<file path="config.mk">
export PLATFORM = sky130hd
export DESIGN_NAME = clk_div_prog
export DESIGN_NICKNAME = d
export VERILOG_FILES = /design/src/rtl/clk_div_prog.sv
export SDC_FILE = /design/constraint.sdc
export NUM_CORES = 1
export LEC_CHECK = 0
export ABC_CLOCK_PERIOD_IN_PS = 7900
export CAP_MARGIN = 10
export CELL_PAD_IN_SITES_DETAIL_PLACEMENT = 1
export CELL_PAD_IN_SITES_GLOBAL_PLACEMENT = 2
export CORE_ASPECT_RATIO = 1.25
export CORE_MARGIN = 10
export CORE_UTILIZATION = 42
export CTS_BUF_LIST = sky130_fd_sc_hd__clkbuf_4 sky130_fd_sc_hd__clkbuf_8
export CTS_CLUSTER_SIZE = 16
export DETAILED_ROUTE_END_ITERATION = 8
export GPL_ROUTABILITY_DRIVEN = 0
export PLACE_DENSITY_LB_ADDON = 0.1
export SLEW_MARGIN = 0
export SYNTH_ARGS = -nofsm -noshare
export SYNTH_HDL_FRONTEND = slang
export SYNTH_SLANG_ARGS = --single-unit
</file>
<file path="constraint.sdc">
create_clock -name sys_clk -period 7.9 [get_ports sys_clk]
set_clock_uncertainty 0.1 [all_clocks]
set_input_delay 0.79 -clock sys_clk [delete_from_list [all_inputs] [get_ports sys_clk]]
set_output_delay 0.79 -clock sys_clk [all_outputs]
set_load 0.01 [all_outputs]
</file>
<file path="src/rtl/clk_div_prog.sv">
// Runtime-programmable clock divider with programmable duty cycle and a period-start strobe.
// Optional build macro CLK_DIV_RESYNC_EN adds a `resync` input that forces an immediate period restart.
module clk_div_prog #(
  parameter int unsigned      CNT_W        = 32,
  parameter logic [CNT_W-1:0] DEFAULT_DIV  = CNT_W'(100),
  parameter logic [CNT_W-1:0] DEFAULT_HIGH = CNT_W'(50)
) (
  input  logic             sys_clk,
  input  logic             rst_n,
  input  logic             en,
  input  logic             cfg_valid,
  output logic             cfg_ready,
  input  logic [CNT_W-1:0] cfg_div,
  input  logic [CNT_W-1:0] cfg_high,
  output logic             cfg_err,
  output logic             clk_out,
  output logic             period_tick
`ifdef CLK_DIV_RESYNC_EN
  ,
  input  logic             resync
`endif
);

  typedef enum logic [1:0] {IDLE, RUN, PEND} state_e;

  state_e           state_q, state_d;
  logic [CNT_W-1:0] cnt_q, cnt_d;
  logic [CNT_W-1:0] div_q, div_d;
  logic [CNT_W-1:0] high_q, high_d;
  logic [CNT_W-1:0] shd_div_q, shd_div_d;
  logic [CNT_W-1:0] shd_high_q, shd_high_d;
  logic             clk_out_q, clk_out_d;
  logic             period_tick_q, period_tick_d;
  logic             cfg_err_q, cfg_err_d;

  logic resync_i;
  logic offer, cfg_ok, accept, wrap, apply_shadow;

`ifdef CLK_DIV_RESYNC_EN
  assign resync_i = resync;
`else
  assign resync_i = 1'b0;
`endif

  // State register.
  always_ff @(posedge sys_clk or negedge rst_n) begin
    if (!rst_n) state_q <= IDLE;
    else        state_q <= state_d;
  end

  // Next-state logic.
  always_comb begin
    state_d = state_q;
    unique case (state_q)
      IDLE:    if (en) state_d = RUN;
      RUN:     if (!en) state_d = IDLE; else if (accept) state_d = PEND;
      PEND:    if (!en || wrap) state_d = en ? RUN : IDLE;
      default: state_d = IDLE;
    endcase
  end

  // FSM outputs.
  always_comb begin
    cfg_ready = (state_q != PEND);
  end

  always_comb begin
    offer  = cfg_valid && cfg_ready;
    cfg_ok = (cfg_div >= CNT_W'(2)) && (cfg_high != '0) && (cfg_high < cfg_div);
    accept = offer && cfg_ok;
    // A resync in IDLE is harmless here: the counter is forced to zero whenever not running.
    wrap   = (cnt_q == div_q - CNT_W'(1)) || resync_i;
  end

  // Datapath next values.
  // NOTE: every variable gets a default before any branch, so no latch can be inferred.
  always_comb begin
    div_d        = div_q;
    high_d       = high_q;
    shd_div_d    = shd_div_q;
    shd_high_d   = shd_high_q;
    cfg_err_d    = offer && !cfg_ok;
    apply_shadow = (state_q == PEND) && (!en || wrap);

    // accept is never true in PEND, so the shadow transfer and a fresh offer never collide.
    if (apply_shadow) begin
      div_d  = shd_div_q;
      high_d = shd_high_q;
    end else if (accept && (state_q == IDLE || !en)) begin
      div_d  = cfg_div;
      high_d = cfg_high;
    end else if (accept) begin
      shd_div_d  = cfg_div;
      shd_high_d = cfg_high;
    end

    if (state_q != IDLE && en && !wrap) cnt_d = cnt_q + CNT_W'(1);
    else                                cnt_d = '0;

    clk_out_d     = en && (cnt_d < high_d);
    period_tick_d = en && (cnt_d == '0);
  end

  // NOTE: sequential state uses non-blocking assignments so all flops update from pre-edge values.
  always_ff @(posedge sys_clk or negedge rst_n) begin
    if (!rst_n) begin
      cnt_q         <= '0;
      div_q         <= DEFAULT_DIV;
      high_q        <= DEFAULT_HIGH;
      shd_div_q     <= '0;
      shd_high_q    <= '0;
      clk_out_q     <= 1'b0;
      period_tick_q <= 1'b0;
      cfg_err_q     <= 1'b0;
    end else begin
      cnt_q         <= cnt_d;
      div_q         <= div_d;
      high_q        <= high_d;
      shd_div_q     <= shd_div_d;
      shd_high_q    <= shd_high_d;
      clk_out_q     <= clk_out_d;
      period_tick_q <= period_tick_d;
      cfg_err_q     <= cfg_err_d;
    end
  end

  assign clk_out     = clk_out_q;
  assign period_tick = period_tick_q;
  assign cfg_err     = cfg_err_q;

endmodule

</file>
==> results by group <==
Pwr
  – Sw Pwr: 844.5 uW
  – Clock power share: 24.5%
  – Internal power: 1613 uW
  – Comb power frac: 26.8%
  – Sw Share: 34.36%
  – Reg power frac: 48.7%
  – PwrDens: 213.2 nW/um^2
  – LEAKAGE: 0.005167 uW
  – Peak supply drop: 0.1082 mV

Floorplanning
  – Core area: 23810 sq um
  – Row Count: 63
  – Num ports: 72
  – Die area: 30990 sq um
  – Die Ht: 194.3 microns
  – Starting Density: 42.89%
  – Chip width: 159.5 microns

Routing
  – First-pass detailed-route iteration total: 4
  – Antenna-violating nets left: 0
  – Drt total wl: 31.80 mm
  – Avg WL per Cell: 22.08 microns
  – Via density: 5.645
  – Routed via count: 8129
  – Post-route DRC: 0
  – Initial DRC count: 370

Worst setup path
  – Worst path slowest cell: nor4_1
  – FF-to-FF path depth: 19
  – Critical setup path kind: register to register
  – R2r setup slk: 1.21 ns
  – Most numerous cell on the critical path: nor4_1
  – Crit Path Max Fanout: 22
  – Worst stage delay on the critical path: 0.74 ns
  – Crit. End Element: register
  – CP Data Required Time: 8.15 ns
  – Startpoint types: register
  – CP arrival: 6.94 ns
  – Worst R2R End: clk_out
  – RR Startpoint: div_q[4]
  – CP cell instances: nor4_2 -> nand3_1 -> nor4_1 -> o22ai_1 -> nor4_1 -> nand4_1 -> a21oi_4 -> buf_4 -> buf_4 -> o21a_1 -> ha_1 -> nand4_1 -> or2_2 -> nor4_1 -> inv_1 -> a2111oi_0 -> nand2_1 -> or3_1 -> nor4bb_1

Clock tree
  – Post-CTS Hold Buffers: 0
  – CTS tree: built
  – Worst-path clk slew: 0.09 ns
  – Post-CTS Resized: 0
  – Clock Latency Late Sink: 0.47 ns
  – Root buf cell: clkbuf_8
  – Total CTS buffers: 17
  – Clk sinks: 165
  – Maximum buffer depth of the clock tree: 2
  – CTS H-tree lvls: 4
  – Post-CTS Setup Bufs: 0

Logic synthesis
  – Syn Nets: 1203
  – Synth cell types: 65
  – Post-synth EDFFs: 0
  – Post-Syn Area per Cell: 9.534 sq um
  – Top cell type by total area after synthesis: dfrtp_1
  – Asr flop ratio synth: 100.0%
  – Synth top area cells: dfrtp_1 39%, ha_1 7.8%, mux2_2 3.9%, xnor2_1 3.9%, nand2_1 3.6%
  – Post-synthesis sequential area ratio: 40.51%
  – Syn. warnings: 0
  – Area fraction of the dominant cell type after synthesis: 38.97%
  – Gate Count Post-Synth: 1071
  – Seq cells post-synth: 165
  – Post-Syn Area: 10210 sq um
  – Primary FF master, synth: dfrtp_1

Timing
  – Worst-Margin Slew: 1.071 ns
  – Fin. max-slew vios: 0
  – Fmax: 149.5 MHz
  – TNS Setup: 0 ns
  – Setup violators final: 0
  – Crit path time final: 6.687 ns
  – RSZ-0062 raised after global routing: false
  – Slew headroom: 28.57%
  – Fin. Hold Viols: 0
  – Worst setup margin: 1.213 ns
  – Final Cycle Share: 84.64%

Global route
  – Grt ovf: 0
  – Global-route wire length before repair: 50.42 mm
  – Largest net degree at the start of global routing: 96
  – Initial antenna violation count: 0
  – Number of global-route vias before repair: 8664
  – GRT Resource Usage Total: 20.54%

Final layout
  – Share of cells above drive strength 1: 8.618%
  – Post-layout net count: 1233
  – Fill cells: 2728
  – Finished Core Util: 48.43%
  – Layout area overhead: 12.90%

Outcome
  – Outcome: finished, final reports clean

Placed design
  – DP HPWL: 24.76 mm
  – Port Buf Inserts: 71
  – Pre-CTS setup slack: 1.209 ns

Run
  – Max-cap viol count: 0

Min path
  – Min-delay worst type: input pin to asynchronous set/reset pin
-- worst max path at each step --
stage,depth (start not counted),to,startpoint,slack (ns)
2_1_floorplan,20,clk_out,cfg_div[19],2.47
3_3_place_gp,19,clk_out,div_q[4],1.36
3_5_place_dp,19,clk_out,div_q[4],1.21
4_1_cts,19,clk_out,div_q[4],1.17
5_1_grt,19,clk_out,div_q[4],0.74
6_report,19,clk_out,div_q[4],1.21
-- flip-flops by register name, summed over array words and instances, names as in the netlist --
register	cells
cnt_q	32
div_q	32
high_q	32
shd_div_q	32
shd_high_q	32
state_q	2
cfg_err	1
clk_out	1
period_tick	1
-- worst max-delay path: cells and delay by family, from the launching register on --
family | cells | cell delay, ns
AND/OR/NAND/NOR | 11 | 3.92
AO/OA/AOI/OAI | 4 | 1.20
buffers and inverters | 3 | 0.68
flip-flops | 1 | 0.51
adder cells (fa/ha/maj) | 1 | 0.14
-- power by group through the flow --
| stage | registers [uW] | clock network [uW] | logic (uW) |
|---|---|---|---|
| after global placement | 1200 | 0 | 648 |
| after global routing | 1220 | 657 | 738 |
| after CTS | 1190 | 625 | 665 |
| after floorplan | 1130 | 0 | 475 |
| after detailed placement | 1210 | 0 | 662 |
| final | 1200 | 603 | 659 |
-- metrics by stage --
step / power, uW / cells / instance area (sq um) / hold slack [ns]
floorplan: 1609 / 1071 / 10210 / 0.3503
global placement: 1851 / 1407 / 11140 / 0.3611
detailed placement: 1873 / 1407 / 11140 / 0.3710
CTS: 2484 / 1439 / 11530 / 0.2930
global route: 2615 / 1439 / 11530 / 0.3172
finish: 2458 / 1440 / 11530 / 0.2478
-- Yosys cell counts (4+ instances only) --
| cell type | n |
|---|---|
| xnor2_1 | 45 |
| buf_2 | 9 |
| nor3_1 | 22 |
| a211oi_1 | 6 |
| clkbuf_1 | 46 |
| a221o_1 | 32 |
| nand3b_1 | 4 |
| o211ai_1 | 4 |
| nor2b_1 | 4 |
| inv_1 | 37 |
| a22oi_1 | 4 |
| dfstp_2 | 6 |
| and2_1 | 5 |
| nand4_1 | 23 |
| mux2i_1 | 32 |
| mux2_2 | 35 |
| nand2_1 | 99 |
| dfrtp_1 | 159 |
| or4_1 | 5 |
| nor4_1 | 24 |
| o21ai_0 | 73 |
| o21a_1 | 33 |
| ha_1 | 64 |
| a21oi_1 | 22 |
| xor2_1 | 36 |
| and3_1 | 14 |
| nand2b_1 | 8 |
| a31oi_1 | 7 |
| and4_1 | 12 |
| a21o_1 | 17 |
| buf_1 | 8 |
| o31ai_1 | 6 |
| nand3_1 | 27 |
| or3_1 | 5 |
| nor2_1 | 88 |
-- cells by family after synthesis --
| group | share of synthesized area [%] |
|---|---|
| compound gates | 15.56 |
| xor+xnor | 6.948 |
| fa+ha+maj | 7.842 |
| buf+inv | 4.338 |
| flops | 40.51 |
| mux | 6.997 |
| simple gates | 17.80 |
-- layout by cell type, fill, tap and decap left out, types with 5 or more instances in the layout --
cell type          n
nand4_1           23
nor2_1            88
a211oi_1           6
ha_1              64
or4_1              5
nand3_1           27
a21o_1            17
a221o_1           32
dfrtp_1          159
or3_1              5
clkdlybuf4s50_1   70
dfstp_2            6
mux2_2            35
nand2_1           97
and3_1            14
and2_1             5
a21oi_1           22
inv_1             37
o31ai_1            6
o21a_1            33
and4_1            12
nor3_1            22
xnor2_1           45
clkbuf_8          19
o21ai_0           73
a31oi_1            7
xor2_1            36
nor4_1            24
buf_4              7
nand2b_1           8
mux2i_1           32
-- cell type report --
class                   instances  area, sq um  area share, %
diodes                          1        2.502        0.02171
clock buffers                  19        261.5          2.268
clock inverters                13        123.9          1.074
inverters                      37        138.9          1.205
multi-input cells             800         5654          49.04
flip-flops and latches        165         4136          35.88
well taps                     325        406.6          3.527
repair buffers                 80        804.5          6.978
-- per-layer routing --
metal	routed length (microns)	up-vias	track usage, %
li1	-	3931	-
met1	15300	4066	27.61
met2	15130	102	33.41
met3	832	30	3.340
met4	528	0	5.721
met5	0	-	0
No activity file was read; power rests on OpenSTA's default activity.
